==> config.mk <==
export PLATFORM = sky130hd
export DESIGN_NAME = param_bram
export DESIGN_NICKNAME = d
export VERILOG_FILES = /design/src/rtl/param_bram_pkg.sv /design/src/rtl/param_bram_array.sv /design/src/rtl/param_bram.sv
export SDC_FILE = /design/constraint.sdc
export NUM_CORES = 2
export LEC_CHECK = 0
export BUFFER_PORTS_ARGS = -buffer_cell sky130_fd_sc_hd__buf_4
export CAP_MARGIN = 5
export CORE_MARGIN = 2
export CORE_UTILIZATION = 50
export CTS_BUF_LIST = sky130_fd_sc_hd__clkbuf_4
export CTS_CLUSTER_DIAMETER = 50
export DETAILED_ROUTE_END_ITERATION = 10
export GPL_TIMING_DRIVEN = 1
export PLACE_DENSITY = 0.75
export SYNTH_ARGS = -nofsm -noshare
export SYNTH_HDL_FRONTEND = slang
export SYNTH_SLANG_ARGS = --single-unit
==> constraint.sdc <==
create_clock -name clk -period 38.9 [get_ports clk]
set_clock_uncertainty 0.15 [all_clocks]
set_input_delay 7.78 -clock clk [delete_from_list [all_inputs] [get_ports clk]]
set_output_delay 7.78 -clock clk [all_outputs]
set_load 0.05 [all_outputs]
==> src/rtl/param_bram_pkg.sv <==
// param_bram_pkg: shared types for the param_bram scratch memory.
// FSM state enum, INIT_MODE encodings and the init_pattern() helper.
package param_bram_pkg;

  typedef enum logic {
    INIT,
    READY
  } state_e;

  localparam logic [1:0] INIT_ZERO = 2'd0;
  localparam logic [1:0] INIT_DESC = 2'd1;
  localparam logic [1:0] INIT_ASC  = 2'd2;

  // Result is wide; callers truncate to the data width,
  // which yields the modulo 2**DATA_W wrap for free.
  function automatic logic [31:0] init_pattern(
    input logic [31:0] index,
    input logic [1:0]  mode,
    input logic [31:0] depth
  );
    logic [31:0] r;
    r = '0;
    unique case (mode)
      INIT_DESC: r = depth - 32'd1 - index;
      INIT_ASC:  r = index;
      default:   r = '0;
    endcase
    return r;
  endfunction

endpackage

==> src/rtl/param_bram_array.sv <==
// param_bram_array: bare single-port synchronous RAM, registered read.
// Ports: clk, we_i, addr_i, wdata_i, rdata_o. No reset, infers BRAM.
module param_bram_array #(
  parameter int W  = 8,
  parameter int AW = 8
) (
  input  logic          clk,
  input  logic          we_i,
  input  logic [AW-1:0] addr_i,
  input  logic [W-1:0]  wdata_i,
  output logic [W-1:0]  rdata_o
);

  logic [W-1:0] mem [2**AW];

  // Read-before-write on a same-address collision; the
  // controller never issues a read and a write together.
  always_ff @(posedge clk) begin
    if (we_i) mem[addr_i] <= wdata_i;
    rdata_o <= mem[addr_i];
  end

endmodule

==> src/rtl/param_bram.sv <==
// param_bram: parametrised BRAM, valid/ready requests, hardware init sweep.
// Ports: clk, reset (async low), clear, req_valid/ready/we/addr/wdata,
// rsp_valid, rd_data, init_done; parity_err with PARAM_BRAM_PARITY_EN.
module param_bram
  import param_bram_pkg::*;
#(
  parameter int DATA_W    = 8,
  parameter int ADDR_W    = 8,
  parameter int INIT_MODE = 1,
  parameter int READ_LAT  = 1
) (
  input  logic              clk,
  input  logic              reset,
  input  logic              clear,
  input  logic              req_valid,
  output logic              req_ready,
  input  logic              req_we,
  input  logic [ADDR_W-1:0] req_addr,
  input  logic [DATA_W-1:0] req_wdata,
  output logic              rsp_valid,
  output logic [DATA_W-1:0] rd_data,
`ifdef PARAM_BRAM_PARITY_EN
  output logic              parity_err,
`endif
  output logic              init_done
);

  localparam int DEPTH = 2**ADDR_W;
`ifdef PARAM_BRAM_PARITY_EN
  localparam int MEM_W = DATA_W + 1;
`else
  localparam int MEM_W = DATA_W;
`endif
  localparam logic [1:0] MODE = 2'(INIT_MODE);

  state_e            state_q, state_d;
  logic [ADDR_W-1:0] cnt_q, cnt_d;

  logic              sweep;
  logic              accept;
  logic              rd_acc;
  logic              arr_we;
  logic [ADDR_W-1:0] arr_addr;
  logic [DATA_W-1:0] wdata_c;
  logic [DATA_W-1:0] rdat_c;
  logic [MEM_W-1:0]  arr_wdata;
  logic [MEM_W-1:0]  arr_rdata;
  logic              v1_q;

  always_ff @(posedge clk or negedge reset) begin
    if (!reset) begin
      state_q <= INIT;
      cnt_q   <= '0;
    end else begin
      state_q <= state_d;
      cnt_q   <= cnt_d;
    end
  end

  always_comb begin
    state_d = state_q;
    cnt_d   = cnt_q;
    unique case (state_q)
      INIT: begin
        cnt_d = cnt_q + 1'b1;
        if (&cnt_q) state_d = READY;
      end
      READY: state_d = READY;
      default: state_d = INIT;
    endcase
    if (clear) begin
      state_d = INIT;
      cnt_d   = '0;
    end
  end

  assign sweep     = (state_q == INIT);
  assign req_ready = (state_q == READY);
  assign init_done = (state_q == READY);

  // clear beats a simultaneous request.
  assign accept = req_valid & req_ready & ~clear;
  assign rd_acc = accept & ~req_we;

  // Gating with reset keeps the array untouched while held.
  assign arr_we = reset & ~clear
                & (sweep | (accept & req_we));

  assign arr_addr = sweep ? cnt_q : req_addr;

  assign wdata_c = sweep
    ? DATA_W'(init_pattern(32'(cnt_q), MODE, 32'(DEPTH)))
    : req_wdata;

`ifdef PARAM_BRAM_PARITY_EN
  logic perr_c;
  assign arr_wdata = {^wdata_c, wdata_c};
  assign perr_c    = ^arr_rdata;
`else
  assign arr_wdata = wdata_c;
`endif

  assign rdat_c = arr_rdata[DATA_W-1:0];

  param_bram_array #(
    .W  (MEM_W),
    .AW (ADDR_W)
  ) u_arr (
    .clk     (clk),
    .we_i    (arr_we),
    .addr_i  (arr_addr),
    .wdata_i (arr_wdata),
    .rdata_o (arr_rdata)
  );

  // v1_q marks the cycle the array output holds read data.
  always_ff @(posedge clk or negedge reset) begin
    if (!reset) v1_q <= 1'b0;
    else        v1_q <= rd_acc;
  end

  if (READ_LAT == 2) begin : g_lat2
    logic [DATA_W-1:0] d2_q;
    logic              v2_q;
    logic              adv;

    assign adv = v1_q & ~clear;

    // d2_q only loads when a response is issued, so it
    // doubles as the hold register between responses.
    always_ff @(posedge clk or negedge reset) begin
      if (!reset) begin
        d2_q <= '0;
        v2_q <= 1'b0;
      end else begin
        v2_q <= adv;
        if (adv) d2_q <= rdat_c;
      end
    end

    assign rsp_valid = v2_q;
    assign rd_data   = d2_q;

`ifdef PARAM_BRAM_PARITY_EN
    logic pe2_q;
    always_ff @(posedge clk or negedge reset) begin
      if (!reset) pe2_q <= 1'b0;
      else        pe2_q <= adv & perr_c;
    end
    assign parity_err = pe2_q;
`endif
  end else begin : g_lat1
    logic [DATA_W-1:0] hold_q;

    always_ff @(posedge clk or negedge reset) begin
      if (!reset)    hold_q <= '0;
      else if (v1_q) hold_q <= rdat_c;
    end

    assign rsp_valid = v1_q;
    assign rd_data   = v1_q ? rdat_c : hold_q;

`ifdef PARAM_BRAM_PARITY_EN
    assign parity_err = v1_q & perr_c;
`endif
  end

endmodule

======== Yosys cells after proc, flatten, opt, wreduce, memory -nomap -nowiden ========
Memories as Yosys holds them, arrays and structs flattened. A register that Yosys moved wholly into a read port is not among the register bits.
Cells that the tools add are included.
word-level totals
  memory bits (writable) .................. 2048
  word-level logic and storage cells ...... 29
  memories ................................ 1
  register bits ........................... 18
  output and inout port bits .............. 11
operators by class
  add/subtract/negate cells ............... 2
  bitwise logic cells ..................... 10
  equal/unequal tests ..................... 1
  mux-type cells .......................... 10
  reduce and logical (&&, ||, !) cells .... 1
memory list
  name       words  bits a word  read ports  clocked after memory_dff  wr ports  RTL line                source
  u_arr.mem  256    8            1           1                         1         param_bram_array.sv:14  logic [W-1:0] mem [2**AW];
operators with widths
  kind                                         number
  2-to-1 mux 8 bit                             5
  adder 8 x 1 -> 8 bit, second input constant  1
  AND reduction 8 bit                          1
  subtractor 8 bit, first input constant       1
  AND 1 bit                                    6
  2-to-1 mux 1 bit                             4
  NOT 1 bit                                    3
  != test 2 bit, second input constant         1
  case mux 1 bit (2 select lines)              1
  bitwise OR 1 bit                             1

======== Logic depth before layout (Yosys ltp) ========
  depth after elaboration ................. 7
  mapped depth ............................ 13
  gate-level depth less buffers ........... 7

======== By module ========
A second synthesis with hierarchy kept.
unflattened totals
  cell total of the unflattened synthesis .. 3639
  area total of the unflattened synthesis .. 79452.5 sq um
modules (own cells, without submodules)
  module            area an instance (sq um)  sequential area each (sq um)  cells an instance  times used
  param_bram_array  78492.8                   61659.1                       3547               1
  param_bram        959.7                     450.4                         92                 1

======== Worst setup path after synthesis ========
No wires, ideal clock.
  kind .................................... in2reg
  start point ............................. in req_wdata[3]
  end point ............................... mem u_arr.mem[0][3], data pin
  buffers on the path ..................... 0
  stages on the path ...................... 2
  setup slack ............................. 23.970 ns
  data required time ...................... 36.561 ns
  arrival ................................. 12.591 ns
  cell sequence ........................... nand2_1 > o21ai_0
on the way
  longest elaborated chain between the ends .. 1
ends and longest elaborated chain
  element             RTL line                source
  start: declaration  param_bram.sv:19        input logic [DATA_W-1:0] req_wdata,
  2-to-1 mux 8 bit    param_bram.sv:92        ? DATA_W'(init_pattern(32'(cnt_q), MODE, 32'(DEPTH)))
  via arr_wdata[3]    param_bram.sv:46        logic [MEM_W-1:0] arr_wdata;
  end: declaration    param_bram_array.sv:14
The timed path passes the listed nets, and every way through them passes these cells.

======== Worst setup path in the final report ========
  start point ............................. in req_addr[0]
  end point ............................... reg u_arr.rdata_o[2] (read register of u_arr.mem)
on the way
  longest elaborated chain between the ends .. 1
ends and longest elaborated chain
  element             RTL line                source
  start: declaration  param_bram.sv:18        input logic [ADDR_W-1:0] req_addr,
  2-to-1 mux 8 bit    param_bram.sv:89        assign arr_addr = sweep ? cnt_q : req_addr;
  end: declaration    param_bram_array.sv:11  output logic [W-1:0] rdata_o
Every way passes these cells.
A chain may end at the register's enable or synchronous reset.

==> summary.txt <==
outcome - completed
dpl cells - 6130
Final Critical Period - 12550 ps
area delta synth->final - 11.1%
buffer count from post-CTS setup fixing - 0
Post-synth top flop - edfxtp_1
CORE AREA - 159000 um2
vias - 43800
Mapped Avg Cell Area - 19.0 um2
largest net degree at the start of global routing - 175
setup_tns - 0 ps
Die ar. - 164000 um2
Max Cap Violations - 0
vias in the first global route - 43500
Die X-Extent - 404 um
post_cts resized - 0
Clock Pin Slew Worst Setup and Hold Paths - 60 ps
Global Route met1 Usage - 32.3%
H-Tree Depth - 6
Syn Nets - 4237
I/O pin cnt - 32
CTS tree - yes
initial DRC count - 5929
HPWL Detailed - 112 mm
CTS Root Cell - clkbuf_4
sequential fraction of the synthesis area - 77.5%
I/O Buffers - 31
type of origin of the critical path - input port
final WL - 192 mm
commonest cells in the netlist - edfxtp_1 (2048), nand2_1 (452), mux4_2 (352)
Yosys cell types - 47
register area - 62100 um2
Static Leakage - 27.5 nW
final hold vios - 0
Starting Density - 50.5%
area leader, netlist - edfxtp_1
DRT Pass-1 Iters - 8
Layout Nets - 4616
critical path endpoint category - flop
Post-synth EDFFs - 2048
Post-synth ARST share - 0.868%
DR WL/cell - 27.4 um
Slew HR - 16.3%
min-delay worst type - reg -> reg
vias per inst - 6.25
actual slew at the worst max-slew pin - 1260 ps
busiest grt layer - met2
Final GP Congestion - 0.882
Max IR drop VDD - 34.7 uV
initial antenna violation count - 6
final setup fails - 0
Post-Syn Instances - 4215
die height - 404 um
first-pass GRT wire length - 280 mm
met3 Track Usage GR - 5.92%
mapped cell area - 80200 um2
synth warn - 0
multi-input combinational cell area - 17100 um2
share of cells above drive strength 1 - 26.2%
# DRC - 0
Worst Path Max Fanout - 125
Fmax - 79.7 MHz
Worst Path Arrival - 13500 ps
GRT Resource Usage Total - 23.2%
count of pins over their slew limit - 0
period utilization - 32.3%
top cells by area, synth - edfxtp_1 (77%), mux4_2 (9.9%), nand2_1 (2.1%)
final core area utilization - 56.1%
grt met2 use - 35.6%
count leader, synth - edfxtp_1
crit path kind - in -> reg
Worst-Skew Late Latency - 1300 ps
largest buffer count on any clock path - 4
top-area cell type share of the netlist area - 76.7%
RSZ-0062 raised after global routing - false
CTS Hold Bufs - 0
CTS Sinks - 2074
Layout fillers - 11600
#FFs+latches synth - 2074
Num CTS Buffers - 534
antenna-violating nets left - 0
Pwr per Cell Area - 50.3 nW/um2
Final Non-Filler Cells - 7004
Req. time, crit path - 39850 ps
grt total ovfl - 0
Core Rows - 146
power breakdown:
group	switching (W)	leakage, nW	internal, W
registers	0.00000325	18.1	0.00244
clock network	0.000836	3.88	0.000981
logic	0.000139	5.52	0.0000806
total	0.000979	27.5	0.00350
per-stage QoR:
| stage | setup WS [ps] | area [um2] | hold WS, ps | total power (W) |
|---|---|---|---|---|
| final | 26350 | 89100 | 354 | 0.00448 |
| after global routing | 25940 | 89100 | 366 | 0.00463 |
| after CTS | 26400 | 89100 | 356 | 0.00450 |
| after detailed placement | 25120 | 82600 | 341 | 0.00271 |
| after global placement | 25190 | 82600 | 332 | 0.00271 |
| after floorplan | 23970 | 80200 | 421 | 0.00265 |
final cells by class:
| type | instances | area share (%) |
|---|---|---|
| Sequential cell | 2074 | 69.7 |
| Multi-Input combinational cell | 1878 | 19.2 |
| Clock buffer | 764 | 6.44 |
| Tap cell | 2072 | 2.91 |
| Timing Repair Buffer | 104 | 0.933 |
| Clock inverter | 100 | 0.817 |
| Antenna cell | 10 | 0.0281 |
| Inverter | 2 | 0.00843 |
final timing paths:
kind,startpoint,end,slack [ps],cells after the start
min in group asynchronous,reset,g_lat1.hold_q[5]$_DFF_PN0_,6290,1
max reg2reg,init_done$_DFF_PN0_,u_arr.rdata_o[2]$_DFF_P_,31820,12
min reg2reg,g_lat1.hold_q[3]$_DFF_PN0_,g_lat1.hold_q[3]$_DFF_PN0_,350,1
min,g_lat1.hold_q[3]$_DFF_PN0_,g_lat1.hold_q[3]$_DFF_PN0_,350,1
max,req_addr[0],u_arr.rdata_o[2]$_DFF_P_,26350,12
max in group asynchronous,reset,init_done$_DFF_PN0_,31980,1
critical path, cell delays in order:
cell and delay, ps:
buf_4 110, mux2_8 730, buf_4 910, buf_12 610, buf_4 750, buf_4 830, mux2i_1 290, a221oi_1 130
o41ai_1 430, nand4_1 250, nand2_1 180, o2111ai_1 120
flip-flops by register name, indices dropped and copies added (netlist names):
register,flops
u_arr.mem,2048
rsp_valid,1
u_arr.rdata_o,8
init_done,1
cnt_q,8
g_lat1.hold_q,8
routing by layer:
metal / part of all wire (%) / wire, um
met5: 0.0068 / 13
met4: 3.3 / 6310
met3: 12 / 22400
met2: 47 / 90400
met1: 38 / 72600
cell families after synthesis:
| family | count (synthesis) | share of synthesized area [%] |
|---|---|---|
| compound gates | 404 | 3.98 |
| xor+xnor | 7 | 0.0765 |
| buf+inv | 263 | 1.56 |
| simple gates | 970 | 5.21 |
| mux | 496 | 11.7 |
| flops | 2074 | 77.5 |
| fa+ha+maj | 1 | 0.0156 |
cells in the final DEF, fill, tap and decap left out, types with 6 or more instances in the layout:
| cell | Yosys | layout |
|---|---|---|
| nand4_1 | 56 | 56 |
| a311o_1 | 16 | 16 |
| nand3_1 | 118 | 118 |
| mux2i_1 | 133 | 129 |
| a311oi_1 | 48 | 48 |
| mux4_2 | 352 | 352 |
| clkbuf_4 | 0 | 764 |
| bufinv_16 | 0 | 13 |
| a221oi_1 | 64 | 64 |
| nand3b_1 | 7 | 7 |
| o41ai_1 | 16 | 16 |
| a31oi_1 | 24 | 24 |
| dfrtp_1 | 18 | 17 |
| edfxtp_1 | 2048 | 2048 |
| mux2_2 | 10 | 9 |
| buf_4 | 22 | 100 |
| dfxtp_1 | 8 | 8 |
| a22oi_2 | 0 | 8 |
| clkinv_2 | 0 | 9 |
| o21ai_4 | 0 | 6 |
| a22oi_1 | 192 | 184 |
| and4_1 | 16 | 16 |
| clkinv_1 | 0 | 69 |
| nand2_1 | 452 | 452 |
| o21ai_1 | 8 | 8 |
| diode_2 | 0 | 10 |
| nor2_1 | 268 | 268 |
| o2111ai_1 | 8 | 8 |
| o31a_1 | 8 | 8 |
| and3_1 | 34 | 34 |
| inv_2 | 0 | 9 |
Note: power is estimated with default switching activity, not from simulation.
